**src/rtl/seq_pkg.sv**
```systemverilog
// Shared definitions for the instruction sequencer: opcodes, FSM states and instruction field positions.
// The BEQ opcode is only treated as defined when the SEQ_BEQ_EN macro is set.
package seq_pkg;

    localparam int OP_MSB = 7;
    localparam int OP_LSB = 4;
    localparam int RD_MSB = 3;
    localparam int RD_LSB = 2;
    localparam int RS_MSB = 1;
    localparam int RS_LSB = 0;

    localparam logic [3:0] OP_NOP  = 4'h0;
    localparam logic [3:0] OP_ADD  = 4'h1;
    localparam logic [3:0] OP_SUB  = 4'h2;
    localparam logic [3:0] OP_AND  = 4'h3;
    localparam logic [3:0] OP_OR   = 4'h4;
    localparam logic [3:0] OP_LD   = 4'h5;
    localparam logic [3:0] OP_ST   = 4'h6;
    localparam logic [3:0] OP_LDI  = 4'h7;
    localparam logic [3:0] OP_JMP  = 4'h8;
    localparam logic [3:0] OP_BEQ  = 4'h9;
    localparam logic [3:0] OP_HALT = 4'hF;

    typedef enum logic [2:0] {
        ST_FETCH  = 3'd0,
        ST_DECODE = 3'd1,
        ST_EXEC   = 3'd2,
        ST_MEM    = 3'd3,
        ST_IMM    = 3'd4,
        ST_WB     = 3'd5,
        ST_HALT   = 3'd6
    } seq_state_e;

    function automatic logic opDefined(input logic [3:0] op);
        logic ok;
        ok = (op <= OP_JMP) || (op == OP_HALT);
`ifdef SEQ_BEQ_EN
        ok = ok || (op == OP_BEQ);
`endif
        return ok;
    endfunction

endpackage

```
**src/rtl/seq_alu.sv**
```systemverilog
// Combinational ALU for the sequencer: ADD/SUB/AND/OR modulo 2^WIDTH plus an A==B compare for BEQ.
module seq_alu
    import seq_pkg::*;
#(
    parameter int WIDTH = 8
) (
    input  logic [3:0]       op,
    input  logic [WIDTH-1:0] a,
    input  logic [WIDTH-1:0] b,
    output logic [WIDTH-1:0] res,
    output logic             eq
);

    always_comb begin
        res = '0;
        unique case (op)
            OP_ADD:  res = a + b;
            OP_SUB:  res = a - b;
            OP_AND:  res = a & b;
            OP_OR:   res = a | b;
            default: res = '0;
        endcase
    end

    assign eq = (a == b);

endmodule

```
**src/rtl/instr_sequencer.sv**
```systemverilog
// Multi-cycle fetch/decode/execute controller owning the pc and driving register bank and data memory.
// Optional feature: define SEQ_BEQ_EN to enable the BEQ (skip-next-if-equal) opcode.
module instr_sequencer
    import seq_pkg::*;
#(
    parameter int               WIDTH    = 8,
    parameter logic [WIDTH-1:0] PC_RESET = 8'h00
) (
    input  logic             ck,
    input  logic             rst,
    input  logic [WIDTH-1:0] instr,
    output logic [WIDTH-1:0] pc_out,
    output logic [1:0]       rf_s1,
    output logic [1:0]       rf_s2,
    input  logic [WIDTH-1:0] rf_rdata1,
    input  logic [WIDTH-1:0] rf_rdata2,
    output logic [1:0]       rf_d,
    output logic             rf_we,
    output logic [WIDTH-1:0] rf_wdata,
    output logic [WIDTH-1:0] dm_addr,
    output logic [WIDTH-1:0] dm_wdata,
    output logic             dm_we,
    output logic             dm_re,
    input  logic [WIDTH-1:0] dm_rdata,
    output logic             halted,
    output logic             illegal
);

    seq_state_e       state_q, state_d;
    logic [WIDTH-1:0] pc_q, pc_d;
    logic [WIDTH-1:0] ir_q, ir_d;
    logic [WIDTH-1:0] a_q, a_d;
    logic [WIDTH-1:0] b_q, b_d;
    logic [WIDTH-1:0] res_q, res_d;
    logic             illegal_q, illegal_d;
    logic [WIDTH-1:0] aluRes;
    logic [3:0]       op;
`ifdef SEQ_BEQ_EN
    logic             aluEq;
`endif

    assign op = ir_q[OP_MSB:OP_LSB];

    seq_alu #(.WIDTH(WIDTH)) u_alu (
        .op  (op),
        .a   (a_q),
        .b   (b_q),
        .res (aluRes),
`ifdef SEQ_BEQ_EN
        .eq  (aluEq)
`else
        .eq  ()
`endif
    );

    always_ff @(posedge ck or posedge rst) begin
        if (rst) begin
            state_q   <= ST_FETCH;
            pc_q      <= PC_RESET;
            ir_q      <= '0;
            a_q       <= '0;
            b_q       <= '0;
            res_q     <= '0;
            illegal_q <= 1'b0;
        end else begin
            state_q   <= state_d;
            pc_q      <= pc_d;
            ir_q      <= ir_d;
            a_q       <= a_d;
            b_q       <= b_d;
            res_q     <= res_d;
            illegal_q <= illegal_d;
        end
    end

    // Strobes are decoded from the state alone, so an async reset drops them immediately.
    always_comb begin
        state_d   = state_q;
        pc_d      = pc_q;
        ir_d      = ir_q;
        a_d       = a_q;
        b_d       = b_q;
        res_d     = res_q;
        illegal_d = illegal_q;
        pc_out    = pc_q;
        rf_we     = 1'b0;
        dm_we     = 1'b0;
        dm_re     = 1'b0;

        unique case (state_q)
            ST_FETCH: begin
                ir_d    = instr;
                state_d = ST_DECODE;
            end
            ST_DECODE: begin
                a_d = rf_rdata1;
                b_d = rf_rdata2;
                if (!opDefined(op)) begin
                    illegal_d = 1'b1;
                    pc_d      = pc_q + WIDTH'(1);
                    state_d   = ST_FETCH;
                end else if (op == OP_NOP) begin
                    pc_d    = pc_q + WIDTH'(1);
                    state_d = ST_FETCH;
                end else if (op == OP_HALT) begin
                    state_d = ST_HALT;
                end else if (op == OP_LDI) begin
                    state_d = ST_IMM;
                end else begin
                    state_d = ST_EXEC;
                end
            end
            ST_EXEC: begin
                res_d   = aluRes;
                state_d = ST_WB;
                if (op == OP_LD || op == OP_ST) begin
                    state_d = ST_MEM;
                end else if (op == OP_JMP) begin
                    pc_d    = b_q;
                    state_d = ST_FETCH;
                end
`ifdef SEQ_BEQ_EN
                else if (op == OP_BEQ) begin
                    pc_d    = aluEq ? pc_q + WIDTH'(2) : pc_q + WIDTH'(1);
                    state_d = ST_FETCH;
                end
`endif
            end
            ST_MEM: begin
                if (op == OP_LD) begin
                    dm_re   = 1'b1;
                    res_d   = dm_rdata;
                    state_d = ST_WB;
                end else begin
                    dm_we   = 1'b1;
                    pc_d    = pc_q + WIDTH'(1);
                    state_d = ST_FETCH;
                end
            end
            ST_IMM: begin
                pc_out  = pc_q + WIDTH'(1);
                res_d   = instr;
                state_d = ST_WB;
            end
            ST_WB: begin
                rf_we   = 1'b1;
                pc_d    = (op == OP_LDI) ? pc_q + WIDTH'(2) : pc_q + WIDTH'(1);
                state_d = ST_FETCH;
            end
            ST_HALT: begin
                state_d = ST_HALT;
            end
            default: begin
                state_d = ST_FETCH;
            end
        endcase
    end

    assign rf_s1    = ir_q[RD_MSB:RD_LSB];
    assign rf_s2    = ir_q[RS_MSB:RS_LSB];
    assign rf_d     = ir_q[RD_MSB:RD_LSB];
    assign rf_wdata = res_q;
    assign dm_addr  = b_q;
    assign dm_wdata = a_q;
    assign halted   = (state_q == ST_HALT);
    assign illegal  = illegal_q;

endmodule

```
**config.mk**
```make
export PLATFORM = sky130hd
export DESIGN_NAME = instr_sequencer
export DESIGN_NICKNAME = d
export VERILOG_FILES = /design/src/rtl/seq_pkg.sv /design/src/rtl/seq_alu.sv /design/src/rtl/instr_sequencer.sv
export SDC_FILE = /design/constraint.sdc
export NUM_CORES = 1
export LEC_CHECK = 0
export CORE_MARGIN = 4
export CORE_UTILIZATION = 45
export DETAILED_ROUTE_END_ITERATION = 10
export PLACE_DENSITY = 0.75
export SKIP_LAST_GASP = 1
export SLEW_MARGIN = 10
export SYNTH_ARGS = -nofsm -noshare
export SYNTH_HDL_FRONTEND = slang
export SYNTH_HIERARCHICAL = 1
export SYNTH_SLANG_ARGS = --single-unit
export TNS_END_PERCENT = 100
```
**constraint.sdc**
```tcl
create_clock -name ck -period 6.6 [get_ports ck]
set_input_delay 1.65 -clock ck [delete_from_list [all_inputs] [get_ports ck]]
set_output_delay 1.65 -clock ck [all_outputs]
set_load 0.01 [all_outputs]
```
### Yosys cells after proc, flatten, opt, wreduce, memory -nomap -nowiden

Cells that the tools add are included.

| word-level totals | value |
|---|---|
| bits in registers | 44 |
| input port bits | 34 |
| logic and storage cells | 68 |

| cells by class | value |
|---|---|
| $add $sub $neg | 4 |
| magnitude comparators | 1 |
| equal/unequal tests | 20 |
| mux-type cells | 24 |
| bitwise operators | 3 |
| reduce and logical (&&, ||, !) cells | 9 |

Operators by type and width:

| kind | count |
|---|---|
| two-way mux 8 bit | 8 |
| case mux 8 bit (4 select lines) | 2 |
| case mux 8 bit (3 select lines) | 1 |
| two-way mux 3 bit | 7 |
| case mux 3 bit (6 select lines) | 1 |
| equality test 4 x 3 -> 1 bit (second input constant) | 4 |
| equality test 3 bit (second input constant) | 3 |
| adder 8 x 1 -> 8 bit (second input constant) | 1 |
| adder 8 x 2 -> 8 bit (second input constant) | 1 |
| adder 8 bit | 1 |
| AND 8 bit | 1 |
| equality test 4 x 2 -> 1 bit (second input constant) | 2 |
| equality test 4 bit (second input constant) | 2 |
| != test 2 bit (second input constant) | 4 |
| OR 8 bit | 1 |
| subtractor 8 bit | 1 |
| equality test 3 x 2 -> 1 bit (second input constant) | 2 |
| two-way mux 1 bit | 5 |
| AND reduction 5 bit | 1 |
| equality test 4 x 1 -> 1 bit (second input constant) | 1 |
| less-or-equal comparator 4 bit (second input constant) | 1 |
| zero test 4 bit | 1 |
| AND reduction 2 bit | 2 |
| nonzero test 4 bit | 1 |
| other kinds (6) | 7 |

### Logic depth before layout (Yosys ltp)

Gate-level depths: netlist of the first run.

| depth | value |
|---|---|
| word-level depth | 6 |
| gate-level depth with buffers | 12 |

### Modules after synthesis

Netlist of the first run, hierarchy kept.

By module, submodules not included:

| module | instances | cells an instance | area each (um^2) | seq. area each (um^2) |
|---|---|---|---|---|
| instr_sequencer | 1 | 294 | 2,763.9 | 1,101.1 |
| seq_alu | 1 | 143 | 1,031.0 | 0.0 |

### Worst setup path after synthesis of the first run

OpenSTA, ideal clock, no wires.

| path | value |
|---|---|
| kind | reg-to-output |
| start | reg state_q[0] |
| end | out pc_out[7] |
| data arrival time | 1.539 ns |
| required time | 4.950 ns |
| setup slack | 3.411 ns |
| cell stages (with the launch flop) | 7 |
| path buffers | 2 |
| cell sequence | dfrtp_1 buf_2 inv_1 buf_2 nand3_1 or3_1 xnor2_1 |

| on the way | value |
|---|---|
| word-level cells in the longest chain between the ends | 2 |

Ends and longest elaborated chain:

| element | line | text |
|---|---|---|
| from (decl) | instr_sequencer.sv:29 | `seq_state_e state_q, state_d;` |
| from (signal assigned) | instr_sequencer.sv:66 | `state_q <= state_d;` |
| equality test 3 bit | instr_sequencer.sv:90 | `unique case (state_q)` |
| two-way mux 8 bit | instr_sequencer.sv:90 |  |
| to (decl) | instr_sequencer.sv:12 | `output logic [WIDTH-1:0] pc_out,` |

No other way between the ends.

### Final worst setup path of the first run

| path | value |
|---|---|
| start | reg state_q[2] |
| end | out pc_out[5] |

The elaborated chain is that of the path after synthesis.

==> impl_metrics.yaml, run 1 <==
worst_setup_path:
  cp-end-kind: "primary output"
  worst-path-buf-inv: 2
  cp_slowest_cell: "dfrtp_1"
  worstPathArrival_ns: 3.13
  crit_fanout: 35
  r2r_setup_slack_ns: 3.71
  critPathKind: "flip-flop to primary output"
  required_ns: 4.95
  critPathTopFamily: "flip-flops"
  ff2ff_path_depth: 10
  max_stage_delay_ns: 1.02
  r2r_end: "rf_wdata[7]"
  reg2reg_from: "dm_addr[4]"
  worstPathCellList: "inv_1 > nor2_1 > nand3_1 > xnor2_1 > clkdlybuf4s50_1"
  cp_num_cells: 5
  critPathLaunchType: "flip-flop"
timing:
  fmax_mhz: 209.1
  rsz0062_at_grt: "false"
  setup_tns_ns: 0
  slew_viol_final: 0
  period_share_pct: 72.47
  hold_violations: 0
  postLayoutSetupSlackWorst_ns: 1.817
  fin_crit_ns: 4.783
  worstMarginPinSlew_ns: 1.130
  max-slew-margin-rel_pct: 24.31
  clock_skew_ns: 0.008014
  setup_violations: 0
power:
  intPower_uw: 1257
  swShare_pct: 48.94
  powerDensity_mw_per_mm2: 538.8
  ir_drop_mv: 0.2637
  p_total_uw: 2462
  power.leakage_uw: 0.001878
  p_clk_share_pct: 7.0
  p_seq_share_pct: 26.6
  p_sw_uw: 1205
  p_comb_share_pct: 66.3
global_routing:
  grt_pass1_wl_um: 16440
  grt_max_degree: 45
  grt_antenna_before_repair: 0
  track_usage_pct: 20.14
  grt_overflow: 0
  grt_pass1_vias: 3347
clocking:
  cts_buffers: 5
  hold_buffers: 0
  clockBufferDepth: 2
  clkTransAtPathRegs_ns: 0.09
  cts_root_buf: "clkbuf_8"
  clk_latency_ns: 0.30
  cts_tree: "done"
  ctsHtreeMaxLevel: 2
  post_cts_resized: 0
  post_cts_buffers: 0
  cts_sinks: 44
floorplan:
  dieHeight_um: 99.70
  die_x_um: 99.70
  dieArea_mm2: 0.009939
  start_util_pct: 46.05
  io_pins: 77
  rows: 33
  core_area_mm2: 0.008217
logic_synthesis:
  synthesis.nets: 497
  synthesis.area_mm2: 0.003784
  syn_area_per_cell_um2: 8.698
  yosys_warnings: 6
  synthCells: 435
run_status:
  status: "finished clean"
worst_hold_path:
  hold_end: "rf_wdata[3]"
  min_path_type: "flip-flop to flip-flop"
  hold_start: "rf_wdata[3]"
  hold_path_depth: 2
place:
  place_inst: 586
  gp_congestion: 0.9599
  dp_hpwl_um: 7417
  port-buffer-count: 76
  preCtsSetupSlack_ns: 2.221
detailed_routing:
  vias_per_cell: 5.894
  drt-total-wl_um: 10010
  drt_pass1_iterations: 5
  drt-wirelength-per-cell_um: 16.86
  num_vias: 3501
  drc: 0
  drt_iter0_drc: 297
  ant_nets: 0
finish:
  layout.nets: 550
  post-route-util_pct: 55.61
  syn_to_final_growth_pct: 20.77
  num_antenna_cells: 0
  layout.cells.non_filler: 594
  drive_above_1_share_pct: 11.86
run:
  drv_cap: 0
## final cells by class
class | instances | area [um2]
multi-input cells | 333 | 2380
inverters | 27 | 101.3
flip-flops and latches | 44 | 1101
clock buffers | 5 | 68.82
repair buffers | 77 | 768.2
well taps | 105 | 131.4
clock inverters | 3 | 18.77
fillers | 748 | 3647
## cells in the final DEF (no fill, tap or decap), types with 8 or more instances in the layout
cell type / count
o311ai_0: 8
nor2_1: 39
o22ai_1: 13
xnor2_1: 8
nand2_1: 40
a21oi_1: 20
ha_1: 26
nor3_1: 13
dfrtp_1: 44
clkdlybuf4s50_1: 76
inv_1: 26
o21ai_0: 33
mux2_2: 24
## sequential cells by signal (all words and copies together), names as in the netlist
register,cells
state_q,3
dm_addr,8
illegal,1
dm_wdata,8
ir_q,8
rf_wdata,8
pc_q,8
## stage by stage
step | instance area [um2] | hold slack [ns]
floorplan | 3784 | 0.4820
global placement | 4482 | 0.4604
detailed placement | 4482 | 0.4730
CTS | 4569 | 0.4935
global route | 4569 | 0.5288
finish | 4569 | 0.4911
## how the worst max path moves through the flow
stage,startpoint,endpoint,slack [ns]
after floorplan,state_q[0],pc_out[7],3.41
after global placement,state_q[2],pc_out[5],2.34
after detailed placement,state_q[2],pc_out[5],2.22
after CTS,state_q[2],pc_out[5],1.86
after global routing,state_q[2],pc_out[5],1.62
final,state_q[2],pc_out[5],1.82
## power by group through the flow
stage	clock network [uW]	logic, uW	registers, uW
final	173	1630	656
after global routing	187	1800	688
after CTS	175	1620	653
after detailed placement	0	1610	657
after global placement	0	1570	645
after floorplan	0	1250	549
## layer usage
| layer | up-vias | share of wire, % | track usage [%] |
|---|---|---|---|
| li1 | 1670 | - | - |
| met1 | 1660 | 45 | 27.96 |
| met2 | 159 | 47 | 32.94 |
| met3 | 12 | 6.9 | 3.296 |
| met4 | 0 | 1.1 | 4.517 |
| met5 | - | 0 | 0 |
## worst min-delay path, stage by stage, from the launching register on
cell     delay [ns]
dfrtp_1        0.36
nand2_1        0.05
o21ai_0        0.06
Note: power is estimated with default switching activity, not from simulation.
==> run 2, diff against run 1 <==
PLACE_DENSITY = 0.78   (was 0.75)
clock period = 4 ns   (was 6.6 ns; I/O delays follow)
==> impl_metrics.yaml, run 2 (synthesis results as in run 1) <==
run_status:
  status: "finished clean"
detailed_routing:
  ant_nets: 0
  highest_layer: "met4"
  vias_per_cell: 5.784
  drt-wirelength-per-cell_um: 16.82
  drt_pass1_iterations: 5
  drt_iter0_drc: 295
  met1_length_um: 4625
  met2_wirelength_um: 4643
  num_vias: 3447
  wl_met3_um: 588
  drc: 0
  drt-total-wl_um: 10030
timing:
  slew_viol_final: 0
  clock_skew_ns: 0.01195
  worstMarginPinSlew_ns: 1.109
  postLayoutSetupSlackWorst_ns: 0.4518
  max-slew-margin-rel_pct: 25.73
  setup_violations: 0
  fmax_mhz: 281.8
  setup_tns_ns: 0
  period_share_pct: 88.71
  hold_violations: 0
  fin_crit_ns: 3.548
  whs_ns: 0.4891
  rsz0062_at_grt: "false"
finish:
  layout_common_cells: "clkdlybuf4s50_1, dfrtp_1, nand2_1"
  stdcell_area_mm2: 0.004604
  drive_above_1_share_pct: 12.02
  layout.nets: 552
  syn_to_final_growth_pct: 21.69
  num_antenna_cells: 0
  layout.cells.non_filler: 596
  fillers: 737
  final_common_cell: "clkdlybuf4s50_1"
global_routing:
  grt_max_degree: 45
  grt_pass1_wl_um: 16560
  grt_overflow: 0
  grt_pass1_vias: 3367
  track_usage_pct: 20.38
  grt_antenna_before_repair: 0
clocking:
  ctsHtreeMaxLevel: 2
  hold_buffers: 0
  post_cts_resized: 0
  clockBufferDepth: 2
  clk_latency_ns: 0.30
  cts_buffers: 5
  cts_root_buf: "clkbuf_8"
  cts_sinks: 44
  clkTransAtPathRegs_ns: 0.09
  post_cts_buffers: 0
  cts_tree: "done"
worst_setup_path:
  crit_fanout: 17
  cp_slowest_cell: "dfrtp_1"
  max_stage_delay_ns: 0.55
  worstPathCellList: "or2_2 > nor2_1 > nand3_1 > xnor2_1 > clkdlybuf4s50_1"
  required_ns: 3.00
  worstPathArrival_ns: 2.55
  critPathKind: "flip-flop to primary output"
  cp-end-kind: "primary output"
  critPathLaunchType: "flip-flop"
floorplan:
  rows: 33
  dieArea_mm2: 0.009939
  die_x_um: 99.70
  io_pins: 77
  start_util_pct: 46.05
  dieHeight_um: 99.70
  core_area_mm2: 0.008217
power:
  p_sw_uw: 1987
  power.leakage_uw: 0.001896
  p_comb_share_pct: 66.2
  powerDensity_mw_per_mm2: 897.9
  swShare_pct: 48.07
  ir_drop_mv: 0.5113
  p_clk_share_pct: 8.3
  intPower_uw: 2147
  p_seq_share_pct: 25.5
run:
  drv_cap: 0
place:
  dp_hpwl_um: 7558
  preCtsSetupSlack_ns: 0.7844
  gp_congestion: 0.8804
  port-buffer-count: 76
  placed_cell_area_mm2: 0.004497
  place_inst: 588
worst_hold_path:
  min_path_type: "flip-flop to flip-flop"
## run 2: changes by cell type in the layout (fill, tap and decap cells not counted)
cell	delta
clkbuf_1	+1
bufinv_16	+1
buf_4	+2
clkinv_2	-1
clkinv_4	-1
## run 2: power by group through the flow
stage	combinational (uW)	sequential [uW]	clock, uW
2_1_floorplan	2060	906	0
3_3_place_gp	2640	1040	0
3_5_place_dp	2700	1060	0
4_1_cts	2720	1050	351
5_1_grt	3010	1110	370
6_report	2740	1050	345
## run 2: cell type report
cell class	count	area (um2)	share of cell area, %
clock inverters	2	35.03	0.7609
inverters	27	101.3	2.201
multi-input cells	333	2380	51.68
repair buffers	79	783.3	17.01
flip-flops and latches	44	1101	23.91
well taps	105	131.4	2.853
clock buffers	6	72.57	1.576
## run 2: final timing paths
kind                       cells past startpoint        start           to  slack, ns
min in group asynchronous                      3          rst   dm_addr[6]       1.15
setup reg to reg                              10   dm_addr[4]  rf_wdata[7]       1.24
setup / recovery                               5   state_q[1]    pc_out[5]       0.45
hold / removal                                 2  rf_wdata[7]  rf_wdata[7]       0.49
hold reg to reg                                2  rf_wdata[7]  rf_wdata[7]       0.49
max in group asynchronous                      3          rst      pc_q[0]       2.47
## run 2: per-stage QoR
| step | total power, uW | utilization (%) |
|---|---|---|
| finish | 4134 | 56.04 |
| global route | 4481 | 56.04 |
| CTS | 4122 | 56.04 |
| detailed placement | 3756 | 54.73 |
| global placement | 3682 | 54.73 |
| floorplan | 2968 | - |
## run 2: critical path, delay by kind of cell, from the launching register on
kind / cells / cell delay (ns)
DFF: 1 / 0.55
and+or+nand+nor: 3 / 0.99
xor gates and xnor gates: 1 / 0.16
buffers and inverters: 1 / 0.55
## run 2: metal layers
metal	vias to the layer above	track usage [%]
met5	-	0
met4	0	5.357
met3	8	3.436
met2	133	32.58
met1	1627	28.53
li1	1679	-
==> run 3, diff against run 2 <==
GPL_ROUTABILITY_DRIVEN = 0   (was not set)
SLEW_MARGIN = 15   (was 10)
==> impl_metrics.yaml, run 3 (synthesis results as in run 1) <==
power:
  powerDensity_mw_per_mm2: 883.6
  power.leakage_uw: 0.001885
  p_total_uw: 4047
  ir_drop_mv: 0.3728
worst_setup_path:
  critPathLaunchType: "flip-flop"
  reg2reg_from: "dm_addr[4]"
  crit_start: "state_q[1]"
  crit_fanout: 17
  cp-end-kind: "primary output"
  critPathKind: "flip-flop to primary output"
  ff2ff_path_depth: 10
  r2r_end: "rf_wdata[7]"
  crit_path_end: "pc_out[5]"
  required_ns: 3.00
  worstPathArrival_ns: 2.61
  r2r_setup_slack_ns: 1.25
timing:
  fin_crit_ns: 3.610
  setup_tns_ns: 0
  hold_violations: 0
  max-slew-margin-rel_pct: 35.09
  period_share_pct: 90.26
  setup_violations: 0
  slew_viol_final: 0
  clock_skew_ns: 0.004631
  rsz0062_at_grt: "false"
  fmax_mhz: 277.0
  worstMarginPinSlew_ns: 0.9726
finish:
  layout.nets: 552
  num_antenna_cells: 0
  fillers: 751
  syn_to_final_growth_pct: 21.06
  post-route-util_pct: 55.75
  drive_above_1_share_pct: 12.24
  layout_common_cells: "clkdlybuf4s50_1, dfrtp_1, nand2_1"
  regArea_mm2: 0.001101
  stdcell_area_mm2: 0.004581
  final_common_cell: "clkdlybuf4s50_1"
  multi_input_area_mm2: 0.002386
floorplan:
  start_util_pct: 46.05
  core_area_mm2: 0.008217
  io_pins: 77
  die_x_um: 99.70
  dieArea_mm2: 0.009939
  rows: 33
  dieHeight_um: 99.70
run:
  drv_cap: 0
clocking:
  cts_buffers: 5
  cts_tree: "done"
  clk_latency_ns: 0.29
  post_cts_buffers: 0
  cts_root_buf: "clkbuf_8"
  post_cts_resized: 0
  clkTransAtPathRegs_ns: 0.08
  cts_sinks: 44
  clockBufferDepth: 2
  ctsHtreeMaxLevel: 2
  hold_buffers: 0
global_routing:
  grt_pass1_vias: 3336
  grt_pass1_wl_um: 16320
  grt_max_degree: 29
  grt_antenna_before_repair: 0
  track_usage_pct: 20.06
  grt_overflow: 0
detailed_routing:
  num_vias: 3546
  ant_nets: 0
  vias_per_cell: 5.960
  drc: 0
  drt-wirelength-per-cell_um: 16.62
  drt_iter0_drc: 302
  drt_pass1_iterations: 5
  drt-total-wl_um: 9889
place:
  placed_cell_area_mm2: 0.004497
  port-buffer-count: 76
  dp_hpwl_um: 7509
worst_hold_path:
  min_path_type: "flip-flop to flip-flop"
run_status:
  status: "finished clean"
-- run 3: how the worst min path moves through the flow --
stage	start	depth (start not counted)	to
global placement	rf_wdata[5]	2	rf_wdata[5]
floorplan	ir_q[0]	1	ir_q[0]
CTS	rf_wdata[7]	2	rf_wdata[7]
finish	rf_wdata[7]	2	rf_wdata[7]
detailed placement	rf_wdata[7]	2	rf_wdata[7]
global route	ir_q[0]	1	ir_q[0]
-- run 3: power breakdown --
part	switching [uW]	leakage, uW	internal, uW	total [uW]
clock	149	0.0000410	119	268
combinational	1420	0.00132	1310	2730
sequential	397	0.000526	651	1050
total	1970	0.00188	2080	4050
-- run 3: metal layers --
metal	wire length (um)	part of all wire [%]	up-vias	global-route usage [%]
li1	-	-	1675	-
met1	4331	44	1682	27.53
met2	4713	48	176	33.61
met3	745	7.5	13	3.015
met4	97	0.98	0	4.097
met5	0	0	-	0
-- run 3: area by class of cell --
cell class | instances | share of cell area (%)
inverters | 27 | 2.213
well taps | 105 | 2.868
clock inverters | 1 | 0.1093
multi-input cells | 333 | 52.09
flip-flops and latches | 44 | 24.04
clock buffers | 6 | 1.584
repair buffers | 79 | 17.10
-- run 3: worst max-delay path, stage by stage, from the launching register on --
cell	delay, ns
dfrtp_1	0.55
or2_2	0.47
nor2_1	0.41
nand3_1	0.16
xnor2_1	0.16
clkdlybuf4s50_1	0.56
-- run 3: per-stage QoR --
stage	cells	hold WS, ns	worst slack (ns)
2_1_floorplan	435	0.4820	1.461
3_3_place_gp	588	0.4602	0.8302
3_5_place_dp	588	0.4701	0.7568
4_1_cts	595	0.4894	0.4125
5_1_grt	595	0.5335	0.2126
6_report	595	0.4829	0.3896
